===== config.mk =====
export PLATFORM = sky130hd
export DESIGN_NAME = encoder
export DESIGN_NICKNAME = d
export VERILOG_FILES = /design/src/rtl/enc8b10b_pkg.sv /design/src/rtl/enc_5b6b.sv /design/src/rtl/encoder.sv
export SDC_FILE = /design/constraint.sdc
export NUM_CORES = 1
export LEC_CHECK = 0
export ABC_AREA = 1
export CORE_ASPECT_RATIO = 1.1
export CORE_MARGIN = 2
export CORE_UTILIZATION = 56
export CTS_BUF_LIST = sky130_fd_sc_hd__clkbuf_4 sky130_fd_sc_hd__clkbuf_8 sky130_fd_sc_hd__clkbuf_16
export DETAILED_ROUTE_END_ITERATION = 12
export PLACE_DENSITY = 0.81
export SYNTH_ARGS = -nofsm -noshare
export SYNTH_HDL_FRONTEND = slang
export SYNTH_SLANG_ARGS = --single-unit

===== constraint.sdc =====
create_clock -name BitCLK_10 -period 5.55 [get_ports BitCLK_10]
set_input_delay 1.11 -clock BitCLK_10 [delete_from_list [all_inputs] [get_ports BitCLK_10]]
set_output_delay 1.11 -clock BitCLK_10 [all_outputs]
set_load 0.05 [all_outputs]

===== src/rtl/enc8b10b_pkg.sv =====
// rtl/enc8b10b_pkg.sv - 8b/10b encoder constants and coding tables
package enc8b10b_pkg;

  localparam logic [7:0] K28_5     = 8'hBC;
  localparam logic [9:0] K28_5_RDN = 10'h0FA;
  localparam logic [9:0] K28_5_RDP = 10'h305;

  function automatic logic isLegalK(input logic [7:0] b);
    return (b[4:0] == 5'd28) || (b == 8'hF7) || (b == 8'hFB) ||
           (b == 8'hFD) || (b == 8'hFE);
  endfunction

  // Returns {abcdei at RD-, complement-at-RD+ flag}.
  function automatic logic [6:0] table5b6b(input logic [4:0] x, input logic k);
    logic [5:0] code;
    code = 6'b000000;
    case (x)
      5'd0:  code = 6'b100111;
      5'd1:  code = 6'b011101;
      5'd2:  code = 6'b101101;
      5'd3:  code = 6'b110001;
      5'd4:  code = 6'b110101;
      5'd5:  code = 6'b101001;
      5'd6:  code = 6'b011001;
      5'd7:  code = 6'b111000;
      5'd8:  code = 6'b111001;
      5'd9:  code = 6'b100101;
      5'd10: code = 6'b010101;
      5'd11: code = 6'b110100;
      5'd12: code = 6'b001101;
      5'd13: code = 6'b101100;
      5'd14: code = 6'b011100;
      5'd15: code = 6'b010111;
      5'd16: code = 6'b011011;
      5'd17: code = 6'b100011;
      5'd18: code = 6'b010011;
      5'd19: code = 6'b110010;
      5'd20: code = 6'b001011;
      5'd21: code = 6'b101010;
      5'd22: code = 6'b011010;
      5'd23: code = 6'b111010;
      5'd24: code = 6'b110011;
      5'd25: code = 6'b100110;
      5'd26: code = 6'b010110;
      5'd27: code = 6'b110110;
      5'd28: code = k ? 6'b001111 : 6'b001110;
      5'd29: code = 6'b101110;
      5'd30: code = 6'b011110;
      5'd31: code = 6'b101011;
      default: code = 6'b000000;
    endcase
    return {code, ($countones(code) != 3) || (x == 5'd7)};
  endfunction

  // Returns {fghj at RD-, complement-at-RD+ flag}; .7 is the primary P7 code.
  function automatic logic [4:0] table3b4b(input logic [2:0] y);
    logic [4:0] ent;
    ent = 5'b00000;
    case (y)
      3'd0: ent = {4'b1011, 1'b1};
      3'd1: ent = {4'b1001, 1'b0};
      3'd2: ent = {4'b0101, 1'b0};
      3'd3: ent = {4'b1100, 1'b1};
      3'd4: ent = {4'b1101, 1'b1};
      3'd5: ent = {4'b1010, 1'b0};
      3'd6: ent = {4'b0110, 1'b0};
      3'd7: ent = {4'b1110, 1'b1};
      default: ent = 5'b00000;
    endcase
    return ent;
  endfunction

endpackage


===== src/rtl/enc_5b6b.sv =====
// rtl/enc_5b6b.sv - 5b/6b sub-block encoder with mid-symbol running disparity
module enc_5b6b
  import enc8b10b_pkg::*;
(
  input  logic [4:0] edcba,
  input  logic       isK,
  input  logic       rdIn,
  output logic [5:0] abcdei,
  output logic       rdMid
);

  logic [6:0] ent;

  always_comb begin
    ent    = table5b6b(edcba, isK);
    abcdei = (ent[0] && rdIn) ? ~ent[6:1] : ent[6:1];
    // D.7 is balanced in both polarities, so it leaves RD untouched here too.
    if ($countones(abcdei) == 3) rdMid = rdIn;
    else                         rdMid = ($countones(abcdei) > 3);
  end

endmodule


===== src/rtl/encoder.sv =====
// rtl/encoder.sv - 8b/10b TX line encoder with running disparity and idle fill
module encoder
  import enc8b10b_pkg::*;
#(
  parameter logic INIT_RD = 1'b0
) (
  input  logic       BitCLK_10,
  input  logic       Reset,
  input  logic [7:0] TxParallel_8,
  input  logic       TxDataK,
  input  logic       TxDataValid,
  output logic [9:0] TxParallel_10,
  output logic       RunningDisp,
  output logic       CodeErr
);

  logic       rdReg;
  logic [7:0] encByte;
  logic       encK;
  logic       codeErrNext;
  logic [5:0] abcdei;
  logic       rdMid;
  logic [4:0] ent4;
  logic       useA7;
  logic [3:0] fghj;
  logic       rdNext;

  always_comb begin
    codeErrNext = TxDataValid && TxDataK && !isLegalK(TxParallel_8);
    encByte     = TxParallel_8;
    encK        = TxDataK;
    if (!TxDataValid || codeErrNext) begin
      encByte = K28_5;
      encK    = 1'b1;
    end
  end

  enc_5b6b u5b6b (
    .edcba  (encByte[4:0]),
    .isK    (encK),
    .rdIn   (rdReg),
    .abcdei (abcdei),
    .rdMid  (rdMid)
  );

  always_comb begin
    ent4  = table3b4b(encByte[7:5]);
    useA7 = (encByte[7:5] == 3'd7) &&
            (encK ||
             (!rdMid && (encByte[4:0] == 5'd17 || encByte[4:0] == 5'd18 ||
                         encByte[4:0] == 5'd20)) ||
             ( rdMid && (encByte[4:0] == 5'd11 || encByte[4:0] == 5'd13 ||
                         encByte[4:0] == 5'd14)));
    if (useA7) fghj = rdMid ? 4'b1000 : 4'b0111;
    else       fghj = (ent4[0] && rdMid) ? ~ent4[4:1] : ent4[4:1];
    // K28 balanced tails (.1 .2 .5 .6) invert with RD_mid so the comma bits line up.
    if (encK && encByte[4:0] == 5'd28 && !rdMid && !ent4[0]) fghj = ~fghj;
    if ($countones(fghj) == 2) rdNext = rdMid;
    else                       rdNext = ($countones(fghj) > 2);
  end

  always_ff @(posedge BitCLK_10 or negedge Reset) begin
    if (!Reset) begin
      TxParallel_10 <= 10'h000;
      rdReg         <= INIT_RD;
      CodeErr       <= 1'b0;
    end else begin
      TxParallel_10 <= {abcdei, fghj};
      rdReg         <= rdNext;
      CodeErr       <= codeErrNext;
    end
  end

  assign RunningDisp = rdReg;

endmodule


==> metrics, run 1 <==
post-synth cell types=37; post-CTS setup repair buffer count=46; halt point of the flow=clock tree synthesis; number of buffers added on ports=23; H-tree depth reported by CTS=1; placer's final routability congestion estimate=0.941; share of synthesized cell area in and, or, nand and nor gates=44.6%; initial core utilization=57.6%; arithmetic-cell share of the synthesized area counting full adders, half adders and majority gates=15.2%; count of state elements after synthesis=12; multiplexer fraction of the synthesized cell area=0%; count of hold buffers inserted by post-cts repair=0; fraction of the mapped netlist area in compound gates=10.3%; count of flip-flops with a built-in enable after synthesis=0; chip height=62.2 um; maximum clock insertion buffer count=2; predominant post-synthesis flop cell=sky130_fd_sc_hd__dfrtp_1; sequential element share of the synthesized area=17.4%; clock root buffer master=sky130_fd_sc_hd__clkbuf_4; syn_nets=283; Syn Inst Count=253; largest family of logic cells by synthesized area=simple AND/OR/NAND/NOR gates; count of cells resized by post-cts repair=86; horizontal extent of the die=56.9 um; row cnt=21; number of buffers created by CTS=3; syn_area_per_cell=6.81 sq um; TritonCTS Sinks=12; FFs w/ async S/R, synth=100%; cell area after synthesis=1720 sq um; top-level port count=24; number of warnings reported in the yosys synthesis log=0; xor/xnor cell area share of the yosys netlist=3.05%; error that halted the flow=[ERROR DPL-0038] Utilization greater than 100%, impossible to legalize; HPWL after detailed placement=4410 um; run status=stopped before the end
## stage by stage
stage | instance area (sq um) | TNS, ns | worst slack, ns | std cells | hold slack, ns
after detailed placement | 2660 | -7.22 | -2.63 | 378 | 0.810
after global placement | 2660 | -5.61 | -2.29 | 378 | 0.797
after floorplan | 1880 | -1.52 | -1.50 | 253 | 0.814
## Yosys cell counts (2+ instances only)
master	number	share of area [%]
sky130_fd_sc_hd__nand3_1	28	8.1
sky130_fd_sc_hd__nor4_1	3	1.1
sky130_fd_sc_hd__o21ai_1	2	0.58
sky130_fd_sc_hd__nor2_4	2	1.3
sky130_fd_sc_hd__buf_4	2	0.87
sky130_fd_sc_hd__dfrtp_1	12	17
sky130_fd_sc_hd__nor2_1	29	6.3
sky130_fd_sc_hd__a21oi_1	4	1.2
sky130_fd_sc_hd__inv_1	26	5.7
sky130_fd_sc_hd__nand2_4	2	1.3
sky130_fd_sc_hd__o2111ai_1	3	1.5
sky130_fd_sc_hd__nand4_1	6	2.2
sky130_fd_sc_hd__o211ai_1	4	1.7
sky130_fd_sc_hd__nand2_1	59	13
sky130_fd_sc_hd__nand3_2	3	1.7
sky130_fd_sc_hd__and2_1	2	0.73
sky130_fd_sc_hd__nor2_2	4	1.5
sky130_fd_sc_hd__o21ai_0	7	2.0
sky130_fd_sc_hd__inv_2	9	2.0
sky130_fd_sc_hd__fa_1	5	5.8
sky130_fd_sc_hd__ha_1	13	9.4
sky130_fd_sc_hd__xor2_1	5	2.5
sky130_fd_sc_hd__nand2_2	9	3.3
## logic make-up after synthesis
logic type                 count (synthesis)
and+or+nand+nor                          154
buffers and inverters                     39
AOI/OAI and AO/OA                         24
adders and majority gates                 18
DFF                                       12
xor gates and xnor gates                   6
==> run 2, diff against run 1 <==
==> config.mk (replaced) <==
export PLATFORM = sky130hd
export DESIGN_NAME = encoder
export DESIGN_NICKNAME = d
export VERILOG_FILES = /design/src/rtl/enc8b10b_pkg.sv /design/src/rtl/enc_5b6b.sv /design/src/rtl/encoder.sv
export SDC_FILE = /design/constraint.sdc
export NUM_CORES = 1
export LEC_CHECK = 0
export ABC_AREA = 1
export CORE_MARGIN = 2
export CORE_UTILIZATION = 40
export DETAILED_ROUTE_END_ITERATION = 12
export PLACE_DENSITY_LB_ADDON = 0.15
export SYNTH_ARGS = -nofsm -noshare
export SYNTH_HDL_FRONTEND = slang
export SYNTH_SLANG_ARGS = --single-unit
==> metrics, run 2 <==
via count of the first global-routing pass=2073; sequential element share of the synthesized area=17.4% (unchanged); Remaining Overflow, GRT=0; count of hold buffers inserted by post-cts repair=0 (unchanged); worst clock skew=0.00157 ns; commonest cells after routing, fill and taps aside=sky130_fd_sc_hd__buf_4 (93), sky130_fd_sc_hd__nand2_1 (39), sky130_fd_sc_hd__nor2_1 (22); startpoint kind of the worst setup timing path=input port; Syn Inst Count=253 (unchanged); slew at the pin closest to its max-slew limit=0.507 ns; maximum clock insertion buffer count=2 (unchanged); worst r2r path cells=21; total leakage power=1.67 nW; number of buffers added on ports=23 (unchanged); register with the most flip-flops=TxParallel_10; cell area after synthesis=1720 sq um (unchanged); Hold/Removal Path Class=reg2reg; CTS tree=yes; initial core utilization=42.2% (-15 points); final standard cell utilization of the core=82.1%; number of design-rule violations left by the first detailed-router iteration=119; total instance count after detailed placement=392 (+3.7%); DRC=0; longest individual stage delay on the worst path=0.57 ns; signed area change from the synthesized netlist to the final layout=94.6%; dominant cell by count in the synthesized netlist=sky130_fd_sc_hd__nand2_1; final std cells w/o fill=431; total via count after detailed routing=2106; chip height=69.7 um (+12%); Max stage delay cell, worst path=sky130_fd_sc_hd__fa_1; top cells by instance count after synthesis=sky130_fd_sc_hd__nand2_1 (59), sky130_fd_sc_hd__nor2_1 (29), sky130_fd_sc_hd__nand3_1 (28); HPWL after detailed placement=3860 um (-12%); clock latency reported for the late side of the worst-skew pair=0.24 ns; predominant post-synthesis flop cell=sky130_fd_sc_hd__dfrtp_1; Crit. path cell count=42; syn_nets=283 (unchanged); maximum number of pins on one net before global-route repair=14; Final Worst Setup Slack=-1.80 ns; slew margin rel.=66.1%; maximum clock rate=136 MHz; Net count, final=412; placer's final routability congestion estimate=0.940 (-0.12%); final number of setup-violating endpoints=5; number of buffers created by CTS=3 (unchanged); cell types with the largest area share after synthesis=sky130_fd_sc_hd__dfrtp_1 (17%), sky130_fd_sc_hd__nand2_1 (13%), sky130_fd_sc_hd__ha_1 (9.4%), sky130_fd_sc_hd__nand3_1 (8.1%), sky130_fd_sc_hd__nor2_1 (6.3%); worst setup path category=in2reg; routed wire length=5610 um; clk slew on worst S/H paths=0.05 ns; Die ar.=4850 sq um; RSZ-0062 raised after global routing=yes; share of the clock period used by the worst path after layout=132%; Slew Viols, Final=0; count of state elements after synthesis=12 (unchanged); Total Power Consumption=1.62 mW; violations in the final reports=setup timing; max-capacitance violation count=0; H-tree depth reported by CTS=1 (unchanged); Antenna Nets Post-Route=0; number of failing hold endpoints at the final stage=0; worst-case setup slack after placement=-2.54 ns (+0.0814 ns); row cnt=23 (+9.5%); post-synth cell types=37 (unchanged); hold-critical path depth=5; count of flip-flops with a built-in enable after synthesis=0 (unchanged); arrival time at the worst endpoint=7.48 ns; top-level port count=24 (unchanged); overall fraction of global-route tracks in use=22.5%; setup tns final=-3.58 ns; DRT Pass-1 Iters=4; number of antenna violations at the first check in global routing=0; total power divided by cell area=484 nW/um^2; post-route minimum period=7.35 ns; via density per instance=4.89; cell type with the largest total area after synthesis=sky130_fd_sc_hd__dfrtp_1; antenna cell count=0; run status=finished with violations; clock root buffer master=sky130_fd_sc_hd__clkbuf_8; TritonCTS Sinks=12 (unchanged); average routed wire per standard cell=13.0 um; number of warnings reported in the yosys synthesis log=0 (unchanged); data required time of the critical path=5.68 ns; Critical Path End Type=register; flip-flop count of the largest register, all copies and words added=10; FFs w/ async S/R, synth=100% (unchanged); horizontal extent of the die=69.7 um (+22%); peak ir drop on the vdd network=281 uV; leading cell type in the layout, fill and taps excluded=sky130_fd_sc_hd__buf_4; register-to-register path setup slack=1.07 ns; kind of cell adding the most delay to the critical path=adder cells; maximum fanout encountered on the critical timing path=7; global-route wire length before repair=9160 um; syn_area_per_cell=6.81 sq um (unchanged); worst path bufs/invs=9; placeable core area=4090 sq um; fraction of layout instances using a drive strength above 1=57.0%; Synth top area share=17.4% (unchanged)
## run 2: final timing paths
| check | end | startpoint |
|---|---|---|
| min in group asynchronous | RunningDisp | Reset |
| setup / recovery | RunningDisp | TxParallel_8[0] |
| hold / removal | RunningDisp | RunningDisp |
| setup reg to reg | RunningDisp | RunningDisp |
| hold reg to reg | RunningDisp | RunningDisp |
| max in group asynchronous | TxParallel_10[8] | Reset |
## run 2: timing repair
item                                    4_1_cts  5_1_grt
cloned                                        1        0
setup buffers                                25        9
endpoints found under the setup margin        5        5
hold endpoints to repair                      0        0
resized for setup                            90       33
pin swaps                                    65       35
## run 2: per-layer routing
metal	share of wire (%)	GRT usage, %	routed length, um	up-vias
met4	1.5	5.56	84	0
met2	54	41.6	3010	76
li1	-	-	-	1077
met5	0	0	0	-
met1	41	28.1	2270	942
met3	4.3	2.18	241	11
## run 2: cell type report
cell class / instances / area (sq um)
clock buffers: 4 / 55.1
inverters: 35 / 156
repair buffers: 128 / 1110
flip-flops and latches: 12 / 300
multi-input cells: 202 / 1670
fillers: 261 / 731
well taps: 50 / 62.6
## run 2: logic make-up (layout without fill, tap and decap cells)
family	count (synthesis)	after routing	synth area share [%]
flops	12	12	17.4
buf+inv	39	167	9.36
fa+ha+maj	18	18	15.2
compound gates	24	24	10.3
simple gates	154	154	44.6
xor+xnor	6	6	3.05
## run 2: worst min-delay path, stage by stage, from the launching register on
cell and delay (ns):
sky130_fd_sc_hd__dfrtp_1 0.44, sky130_fd_sc_hd__nand3_4 0.11, sky130_fd_sc_hd__nand2_4 0.08, sky130_fd_sc_hd__buf_4 0.15, sky130_fd_sc_hd__nor2_2 0.06, sky130_fd_sc_hd__a21oi_1 0.04
## run 2: power breakdown
| part | leakage [nW] | switching [mW] | internal [mW] | total (mW) |
|---|---|---|---|---|
| Sequential | 0.140 | 0.0160 | 0.134 | 0.151 |
| Combinational | 1.51 | 0.724 | 0.659 | 1.38 |
| Clock | 0.0288 | 0.0294 | 0.0624 | 0.0918 |
| Total | 1.67 | 0.769 | 0.856 | 1.62 |
## run 2: per-stage QoR
step                instance area, sq um  hold WS, ns
finish                              3360        0.929
global route                        3360        0.960
CTS                                 3140        0.863
detailed placement                  2680        0.841
global placement                    2680        0.837
floorplan                           1880        0.814
(Power assumes the default switching activity.)
